$ cat src/rtl/bist_pkg.sv
// Shared definitions for the BIST session scheduler.
//   - default session count, pattern clocks per session, signature width
//   - scheduler FSM state encoding
//   - helper for sizing the session-select index
package bist_pkg;

    localparam int unsigned DEF_NSESS  = 4;
    localparam int unsigned DEF_NCLOCK = 650;
    localparam int unsigned DEF_SIG_W  = 16;

    typedef enum logic [2:0] {
        ST_IDLE    = 3'd0,
        ST_INIT    = 3'd1,
        ST_RUN     = 3'd2,
        ST_CAPTURE = 3'd3,
        ST_DONE    = 3'd4
    } bist_state_t;

    // Width of an index over n items; never narrower than one bit.
    function automatic int unsigned sel_width(input int unsigned n);
        return (n > 1) ? $clog2(n) : 1;
    endfunction

endpackage

$ cat src/rtl/bist_cycle_counter.sv
// Pattern-clock counter for one BIST session.
// Ports:
//   clk     - clock, rising edge
//   reset   - asynchronous active-low reset
//   clear   - synchronous clear to zero (wins over enable)
//   enable  - count one pattern clock
//   tc      - terminal count: counter holds LIMIT-1, i.e. the last
//             pattern clock of the session is in progress
// The counter is LIMIT+1 states wide and saturates at LIMIT, so it
// can never wrap back into the active range.
module bist_cycle_counter
    import bist_pkg::*;
#(
    parameter int unsigned LIMIT = DEF_NCLOCK
) (
    input  logic clk,
    input  logic reset,
    input  logic clear,
    input  logic enable,
    output logic tc
);

    localparam int unsigned CNT_W = $clog2(LIMIT + 1);

    logic [CNT_W-1:0] count;

    always_ff @(posedge clk or negedge reset) begin
        if (!reset) begin
            count <= '0;
        end else if (clear) begin
            count <= '0;
        end else if (enable && (count != CNT_W'(LIMIT))) begin
            count <= count + CNT_W'(1);
        end
    end

    assign tc = (count == CNT_W'(LIMIT - 1));

endmodule

$ cat src/rtl/bist_session_sched.sv
// BIST session scheduler.
// Sequences NSESS test sessions: for each session it pulses init to
// seed LFSR/MISR, enables the datapath for NCLOCK pattern clocks,
// then compares the MISR signature against that session's golden
// value. A run ends with a one-cycle done pulse and a pass verdict.
// Ports:
//   clk          - clock, rising edge
//   reset        - asynchronous active-low reset
//   start        - run request, rising edge triggers (IDLE only)
//   halt_on_fail - end the run after the first failing session
//   misr_sig     - signature from the datapath MISR
//   golden_sigs  - expected signatures, session k at [k*SIG_W +: SIG_W]
//   sel          - current session / CUT index
//   init         - one-cycle seed/clear strobe
//   running      - pattern-clock enable
//   capture      - signature compare strobe
//   busy         - high whenever not idle
//   done         - one-cycle end-of-run strobe
//   pass         - run verdict, valid from done until next start
//   fail_map     - per-session mismatch flags
module bist_session_sched
    import bist_pkg::*;
#(
    parameter int unsigned NSESS  = DEF_NSESS,
    parameter int unsigned NCLOCK = DEF_NCLOCK,
    parameter int unsigned SIG_W  = DEF_SIG_W
) (
    input  logic                            clk,
    input  logic                            reset,
    input  logic                            start,
    input  logic                            halt_on_fail,
    input  logic [SIG_W-1:0]                misr_sig,
    input  logic [NSESS*SIG_W-1:0]          golden_sigs,
    output logic [sel_width(NSESS)-1:0]     sel,
    output logic                            init,
    output logic                            running,
    output logic                            capture,
    output logic                            busy,
    output logic                            done,
    output logic                            pass,
    output logic [NSESS-1:0]                fail_map
);

    localparam int unsigned SEL_W = sel_width(NSESS);

    bist_state_t state;
    bist_state_t state_nxt;

    logic             start_d;
    logic             start_armed;
    logic             start_edge;
    logic             accept;
    logic             tc;
    logic             mismatch;
    logic             last_sess;
    logic             stop_run;
    logic [SIG_W-1:0] golden_cur;
    logic [NSESS-1:0] sel_onehot;
    logic [NSESS-1:0] fail_map_upd;

    // start_armed only sets once start has been seen low after reset,
    // so a start already high when reset releases cannot fake an edge
    // against the cleared start_d.
    assign start_edge = start && !start_d && start_armed;
    assign accept     = (state == ST_IDLE) && start_edge;

    // Golden slice and one-hot flag for the current session.
    always_comb begin
        golden_cur = '0;
        sel_onehot = '0;
        for (int unsigned k = 0; k < NSESS; k++) begin
            if (sel == SEL_W'(k)) begin
                golden_cur    = golden_sigs[k*SIG_W +: SIG_W];
                sel_onehot[k] = 1'b1;
            end
        end
    end

    assign mismatch     = (misr_sig != golden_cur);
    assign last_sess    = (sel == SEL_W'(NSESS - 1));
    assign stop_run     = last_sess || (halt_on_fail && mismatch);
    assign fail_map_upd = fail_map | (mismatch ? sel_onehot : '0);

    bist_cycle_counter #(
        .LIMIT (NCLOCK)
    ) u_cycle_counter (
        .clk    (clk),
        .reset  (reset),
        .clear  (state == ST_INIT),
        .enable (state == ST_RUN),
        .tc     (tc)
    );

    // ---------------- FSM: state register ----------------
    always_ff @(posedge clk or negedge reset) begin
        if (!reset) begin
            state <= ST_IDLE;
        end else begin
            state <= state_nxt;
        end
    end

    // ---------------- FSM: next state ----------------
    always_comb begin
        state_nxt = state;
        unique case (state)
            ST_IDLE:    if (start_edge) state_nxt = ST_INIT;
            ST_INIT:    state_nxt = ST_RUN;
            ST_RUN:     if (tc) state_nxt = ST_CAPTURE;
            ST_CAPTURE: state_nxt = stop_run ? ST_DONE : ST_INIT;
            ST_DONE:    state_nxt = ST_IDLE;
            default:    state_nxt = ST_IDLE;
        endcase
    end

    // ---------------- FSM: outputs (registered state only) ----------------
    always_comb begin
        init    = 1'b0;
        running = 1'b0;
        capture = 1'b0;
        done    = 1'b0;
        busy    = 1'b1;
        unique case (state)
            ST_IDLE:    busy    = 1'b0;
            ST_INIT:    init    = 1'b1;
            ST_RUN:     running = 1'b1;
            ST_CAPTURE: capture = 1'b1;
            ST_DONE:    done    = 1'b1;
            default:    busy    = 1'b0;
        endcase
    end

    // ---------------- Run bookkeeping ----------------
    // pass is latched on the CAPTURE->DONE edge from the updated map so
    // the verdict is already valid while done is high.
    always_ff @(posedge clk or negedge reset) begin
        if (!reset) begin
            start_d     <= 1'b0;
            start_armed <= 1'b0;
            sel         <= '0;
            fail_map    <= '0;
            pass        <= 1'b0;
        end else begin
            start_d <= start;
            if (!start) begin
                start_armed <= 1'b1;
            end
            if (accept) begin
                sel      <= '0;
                fail_map <= '0;
                pass     <= 1'b0;
            end else if (state == ST_CAPTURE) begin
                fail_map <= fail_map_upd;
                if (stop_run) begin
                    pass <= (fail_map_upd == '0);
                end else begin
                    sel <= sel + SEL_W'(1);
                end
            end
        end
    end

endmodule

$ cat config.mk
export PLATFORM = sky130hd
export DESIGN_NAME = bist_session_sched
export DESIGN_NICKNAME = d
export VERILOG_FILES = /design/src/rtl/bist_pkg.sv /design/src/rtl/bist_cycle_counter.sv /design/src/rtl/bist_session_sched.sv
export SDC_FILE = /design/constraint.sdc
export NUM_CORES = 1
export LEC_CHECK = 0
export ABC_AREA = 0
export BUFFER_PORTS_ARGS = -buffer_cell sky130_fd_sc_hd__buf_2
export CORE_MARGIN = 1.5
export CORE_UTILIZATION = 48
export CTS_BUF_LIST = sky130_fd_sc_hd__clkbuf_4
export CTS_CLUSTER_DIAMETER = 50
export CTS_CLUSTER_SIZE = 40
export DETAILED_ROUTE_END_ITERATION = 8
export GPL_TIMING_DRIVEN = 1
export PLACE_DENSITY = 0.84
export SYNTH_ARGS = -nofsm -noshare
export SYNTH_HDL_FRONTEND = slang
export SYNTH_SLANG_ARGS = --single-unit
$ cat constraint.sdc
create_clock -name clk -period 2.9 [get_ports clk]
set_input_delay 0.29 -clock clk [delete_from_list [all_inputs] [get_ports clk]]
set_output_delay 0.29 -clock clk [all_outputs]
set_load 0.05 [all_outputs]
# Word-level counts from Yosys, hierarchy flattened
# Cells that the tools add are included.
word_totals:
  out_inout_bits: 12
  romBits: 0
  regBits: 22
  latchBits: 0
  n_memories: 0
  mem_bits_rw: 0
  word_cells: 68
classes:
  order_cmp: 0
  n_eq_ne: 13
  shift: 0
  n_addsub: 2
  bitwise: 1
  mux: 28
  n_reduce_logical: 17
  mul: 0
  div_mod_pow: 0
op_table:
  columns: ["cell", "n"]
  rows:
  - ["$mux 16", 4]
  - ["$mux 10", 2]
  - ["$ne 16x16->1", 1]
  - ["$mux 1", 12]
  - ["$mux 4", 3]
  - ["$pmux 3 s4", 1]
  - ["$add 10x1->10 const B", 1]
  - ["$eq 10x10->1 const B", 1]
  - ["$ne 10x10->1 const B", 1]
  - ["$mux 3", 3]
  - ["$eq 3x2->1 const B", 2]
  - ["$mux 2", 3]
  - ["$ne 2x2->1 const B", 3]
  - ["$reduce_and 2->1", 3]
  - ["$reduce_bool 2->1", 3]
  - ["$logic_and 1x1->1", 5]
  - ["$eq 2x2->1 const B", 2]
  - ["$logic_not 4->1", 1]
  - ["$or 4x4->4", 1]
  - ["$reduce_or 4->1", 1]
  - ["$eq 3x1->1 const B", 1]
  - ["$eq 3x3->1 const B", 1]
  - ["$logic_not 3->1", 1]
  - ["$add 2x1->2 const B", 1]
  - ["other kinds (4)", 4]

# Logic depth before layout (Yosys ltp)
depth:
  ltp_word: 12
  ltp_mapped: 12

# Hierarchy
# A second synthesis with hierarchy kept.
hier_totals:
  cells_unflattened: 215
  hier_area_um2: 1871.8
by_module_without_submodules:
  columns: ["module", "seq_area_each_um2", "n_inst", "area_each_um2", "cells_each"]
  rows:
  - ["bist_session_sched", 300.3, 1, 1223.7, 146]
  - ["bist_cycle_counter", 250.2, 1, 648.1, 69]

# Worst setup path after synthesis
# Ideal clock, no wire load.
synth_timing:
  kind: "reg2reg"
  startpoint: "register state[2]"
  endpoint: "register u_cycle_counter.count[5]"
  period_less_slack_ps: 2981
  setup_slack_ps: -81
  arrival_ps: 2825
  n_path_buf: 1
  stages_incl_launch_ff: 9
  path_cell_list: "dfrtp_1 clkbuf_1 nor3b_1 a21boi_1 nand2_1 nor3_2 nand3_1 xor2_1 nor2_1"
synth_via:
  elab_chain_cells: 3
  elab_cells_between_ends: 5
synth_lines:
  columns: ["element", "line", "text"]
  rows:
  - ["start: declaration", "bist_session_sched.sv:46", "bist_state_t state;"]
  - ["start signal: assignment", "bist_session_sched.sv:99", "state <= state_nxt;"]
  - ["$eq 3x2->1", "bist_session_sched.sv:90", ".enable (state == ST_RUN),"]
  - ["$logic_and 1x1->1", "bist_cycle_counter.sv:32", "end else if (enable && (count != CNT_W'(LIMIT))) begin"]
  - ["$reduce_bool 2->1 (no source line)", null, null]
  - ["end signal: assignment", "bist_cycle_counter.sv:33", "count <= count + CNT_W'(1);"]
  - ["end: declaration", "bist_cycle_counter.sv:25", "logic [CNT_W-1:0] count;"]
# Parallel ways exist; a longest one is shown, timed or not.
# A chain may end at the register's enable or synchronous reset.

# Worst setup path in the final report
layout_timing:
  startpoint: "register sel[0]"
  endpoint: "register sel[0]"
layout_via:
  elab_chain_cells: 10
  elab_cells_between_ends: 17
layout_lines:
  columns: ["element", "line", "text"]
  rows:
  - ["start: declaration", "bist_session_sched.sv:34", "output logic [sel_width(NSESS)-1:0] sel,"]
  - ["start signal: assignment", "bist_session_sched.sv:157", "sel <= sel + SEL_W'(1);"]
  - ["$logic_not 2->1", "bist_session_sched.sv:72", "if (sel == SEL_W'(k)) begin"]
  - ["$mux 16 (4 in series)", "bist_session_sched.sv:72", null]
  - ["$ne 16x16->1", "bist_session_sched.sv:79", "assign mismatch = (misr_sig != golden_cur);"]
  - ["$logic_and 1x1->1", "bist_session_sched.sv:81", "assign stop_run = last_sess || (halt_on_fail && mismatch);"]
  - ["$logic_or 1x1->1", "bist_session_sched.sv:81", null]
  - ["$ne 2x2->1 (no source line)", null, null]
  - ["$reduce_and 2->1 (no source line)", null, null]
# Parallel ways exist; a longest one is shown, timed or not. The select of a mux whose other input is x is not followed.

==> results.ini <==
[global_route]
grt_max_degree=35
use_met1_pct=28.0
grt_pass1_wl_um=7940
busiest_layer=met2
grt_overflow_total=0
grt_pass1_vias=1883
grt_use_met3_pct=4.26
use_met2_pct=40.4
antenna_found_initial=0
grt_use_total_pct=22.9

[clock_network]
tritoncts=built
cts-root-buf=clkbuf_4
numCtsBuffers=3
cts.sinks=22
cts_buffer_depth=2
h-tree-depth=1
clkLatencyLatePin_ps=310
clk_pin_slew_worst_paths_ps=110

[floorplanning]
core.rowCount=22
die-width_um=66.3
ioPinCount=96
initial_core_util_pct=51.4
die_area_um2=4400
die_h_um=66.3
coreArea_um2=3740

[cells_and_area]
n_antenna_cell=0
multi_input_area_um2=1280
ff_latch_area_um2=551
n_fill_cell=324
drive_gt1_share_pct=37.3
fin_area_um2=2480
fin_nets=419
synthToLayoutAreaGrowth_pct=29.0
final_cells=375

[sta]
timing.final.ws_setup_ps=193
fmax_mhz=369
worst_pin_slew_ps=468
post-route-period-util_pct=93.3
report.final.slew_viol_count=0
tns_ps=0
finClkSkew_ps=1.94
setup_viol=0
hold_viol_final=0
timing.hold.ws_ps=112
fin_crit_ps=2710
grt_setup_unrepaired=false
relSlewSlack_pct=68.8

[drt]
via_per_inst=5.47
antenna_left=0
wl_um=5090
drcViolationCount=0
num_vias=2052
drtIter0Drc=108
wl_per_cell_um=13.6
drt_pre_antenna_iters=4

[synthesis]
synthesis.area_um2=1930
ys_seq_area_share_pct=28.6
synth_nets=322
ys.flop_type=dfrtp_1
avgSynthCellArea_um2=8.34
synthCells=231
synth_seq_cells=22
synth_enable_flop_cells=0
yosysWarnings=0
synth.distinct_cells=51
synthArstFlopShare_pct=100

[status]
run_status=finished, final reports clean

[setup_path]
path_class=register to register
cpPeakStageDelay_ps=390
cp_slowest_cell=dfrtp_1
r2r_setup_slack_ps=190
path_cells=buf_4 -> ha_1 -> buf_12 -> o211a_1 -> o31ai_1 -> nand4_2 -> nor4_4 -> a21boi_2 -> or3_1 -> a21oi_1
critPathCaptureType=register
worstSetupEndpoint=sel[0]
cp_max_fo=34
critPathRequiredTime_ps=3130
rr_startpoint=sel[0]
cp-startpoint=sel[0]
reg2reg_depth=10
start_kind=register
r2r-end=sel[0]
cp.arrival_ps=2940

[place]
place.port_buffers=95
place.gp.congestion=0.861
postPlaceCellArea_um2=2440
pre_cts_ws_ps=126
hpwl_um=4050
dp.cells=370

[power_and_ir_drop]
ir_worst_vdd_v=0.000503
powerDensity_nw_per_um2=661
leakage_nw=1.28

[hold_path]
hold_path.class=primary input to register

[run]
max_cap_violations=0

[state kept, by name, summed over array words and instances, names as in the netlist]
register,cells
state,3
pass,1
sel,2
fail_map,4
start_d,1
start_armed,1
u_cycle_counter.count,10
[per-stage QoR]
| stage | util [%] | power, W |
|---|---|---|
| floorplan | - | 0.00127 |
| global placement | 65.1 | 0.00147 |
| detailed placement | 65.1 | 0.00150 |
| CTS | 66.1 | 0.00165 |
| global route | 66.4 | 0.00179 |
| finish | 66.4 | 0.00164 |
[cells by family after synthesis]
kind of cell             share of synthesized area (%)
AO/OA/AOI/OAI                                     22.9
XOR/XNOR                                          4.55
adder cells (fa/ha/maj)                           4.55
buffers and inverters                             5.78
flip-flops                                        28.6
multiplexers                                      1.10
AND/OR/NAND/NOR                                   32.6
[Yosys cell counts, types with 6 or more instances]
master / count / area share (%)
or3_1: 16 / 5.2
nor2_1: 24 / 4.7
nand2_1: 39 / 7.6
a21oi_1: 6 / 1.6
nand4_1: 6 / 1.9
o22ai_1: 12 / 3.9
o21ai_0: 11 / 2.9
xor2_1: 7 / 3.2
o211a_1: 15 / 7.8
ha_1: 7 / 4.5
dfrtp_1: 22 / 29
[cell usage in the layout (no fill, tap or decap), types with 4 or more instances in the layout]
cell type  synthesis  layout
o21ai_1            4       4
buf_2              2      95
dfrtp_1           22      22
or3_1             16      16
a21oi_1            6       6
or4_1              4       4
inv_1              4       4
nand2_1           39      39
nand4_1            6       6
o211a_1           15      15
ha_1               7       4
buf_4              2       6
o21ai_0           11      11
nor2_1            24      24
o22ai_1           12      12
xor2_1             7       7
[critical path, delay by kind of cell (launching register included)]
family	cells	cell delay, ps
and+or+nand+nor	3	880
AOI/OAI and AO/OA	4	780
DFF	1	390
buffers and inverters	2	330
adders and majority gates	1	240
[what timing repair did]
item	CTS	global route
hold endpoints to repair	22	0
hold buffers	1	0
setup endpoints to repair	0	4
gates resized for setup	0	5
setup buffers	0	0
[power breakdown]
group	internal, W	leakage (nW)	switching (W)
clock network	0.0000503	0.0154	0.0000893
registers	0.000371	0.289	0.0000730
logic	0.000436	0.971	0.000624
total	0.000857	1.28	0.000786
[worst min path at each step]
stage                               end  cells after the start  slack [ps]   from
4_1_cts                         start_d                      1         110  start
3_5_place_dp   u_cycle_counter.count[0]                      1         270  reset
2_1_floorplan               fail_map[0]                      0          -6  reset
6_report                        start_d                      1         110  start
5_1_grt                         start_d                      1         100  start
3_3_place_gp   u_cycle_counter.count[0]                      1         270  reset
[area by class of cell]
cell class	count	area share, %
multi-input combinational	193	51.4
sequential	22	22.2
timing repair buffer	103	22.2
tap	48	2.42
clock buffer	3	0.906
inverter	5	0.856
clock inverter	1	0.151
[metal layers]
| layer | vias up | wire length, um |
|---|---|---|
| li1 | 1036 | - |
| met1 | 945 | 2150 |
| met2 | 65 | 2530 |
| met3 | 6 | 359 |
| met4 | 0 | 49 |
| met5 | - | 0 |
Power figures use the tool's default switching activity.
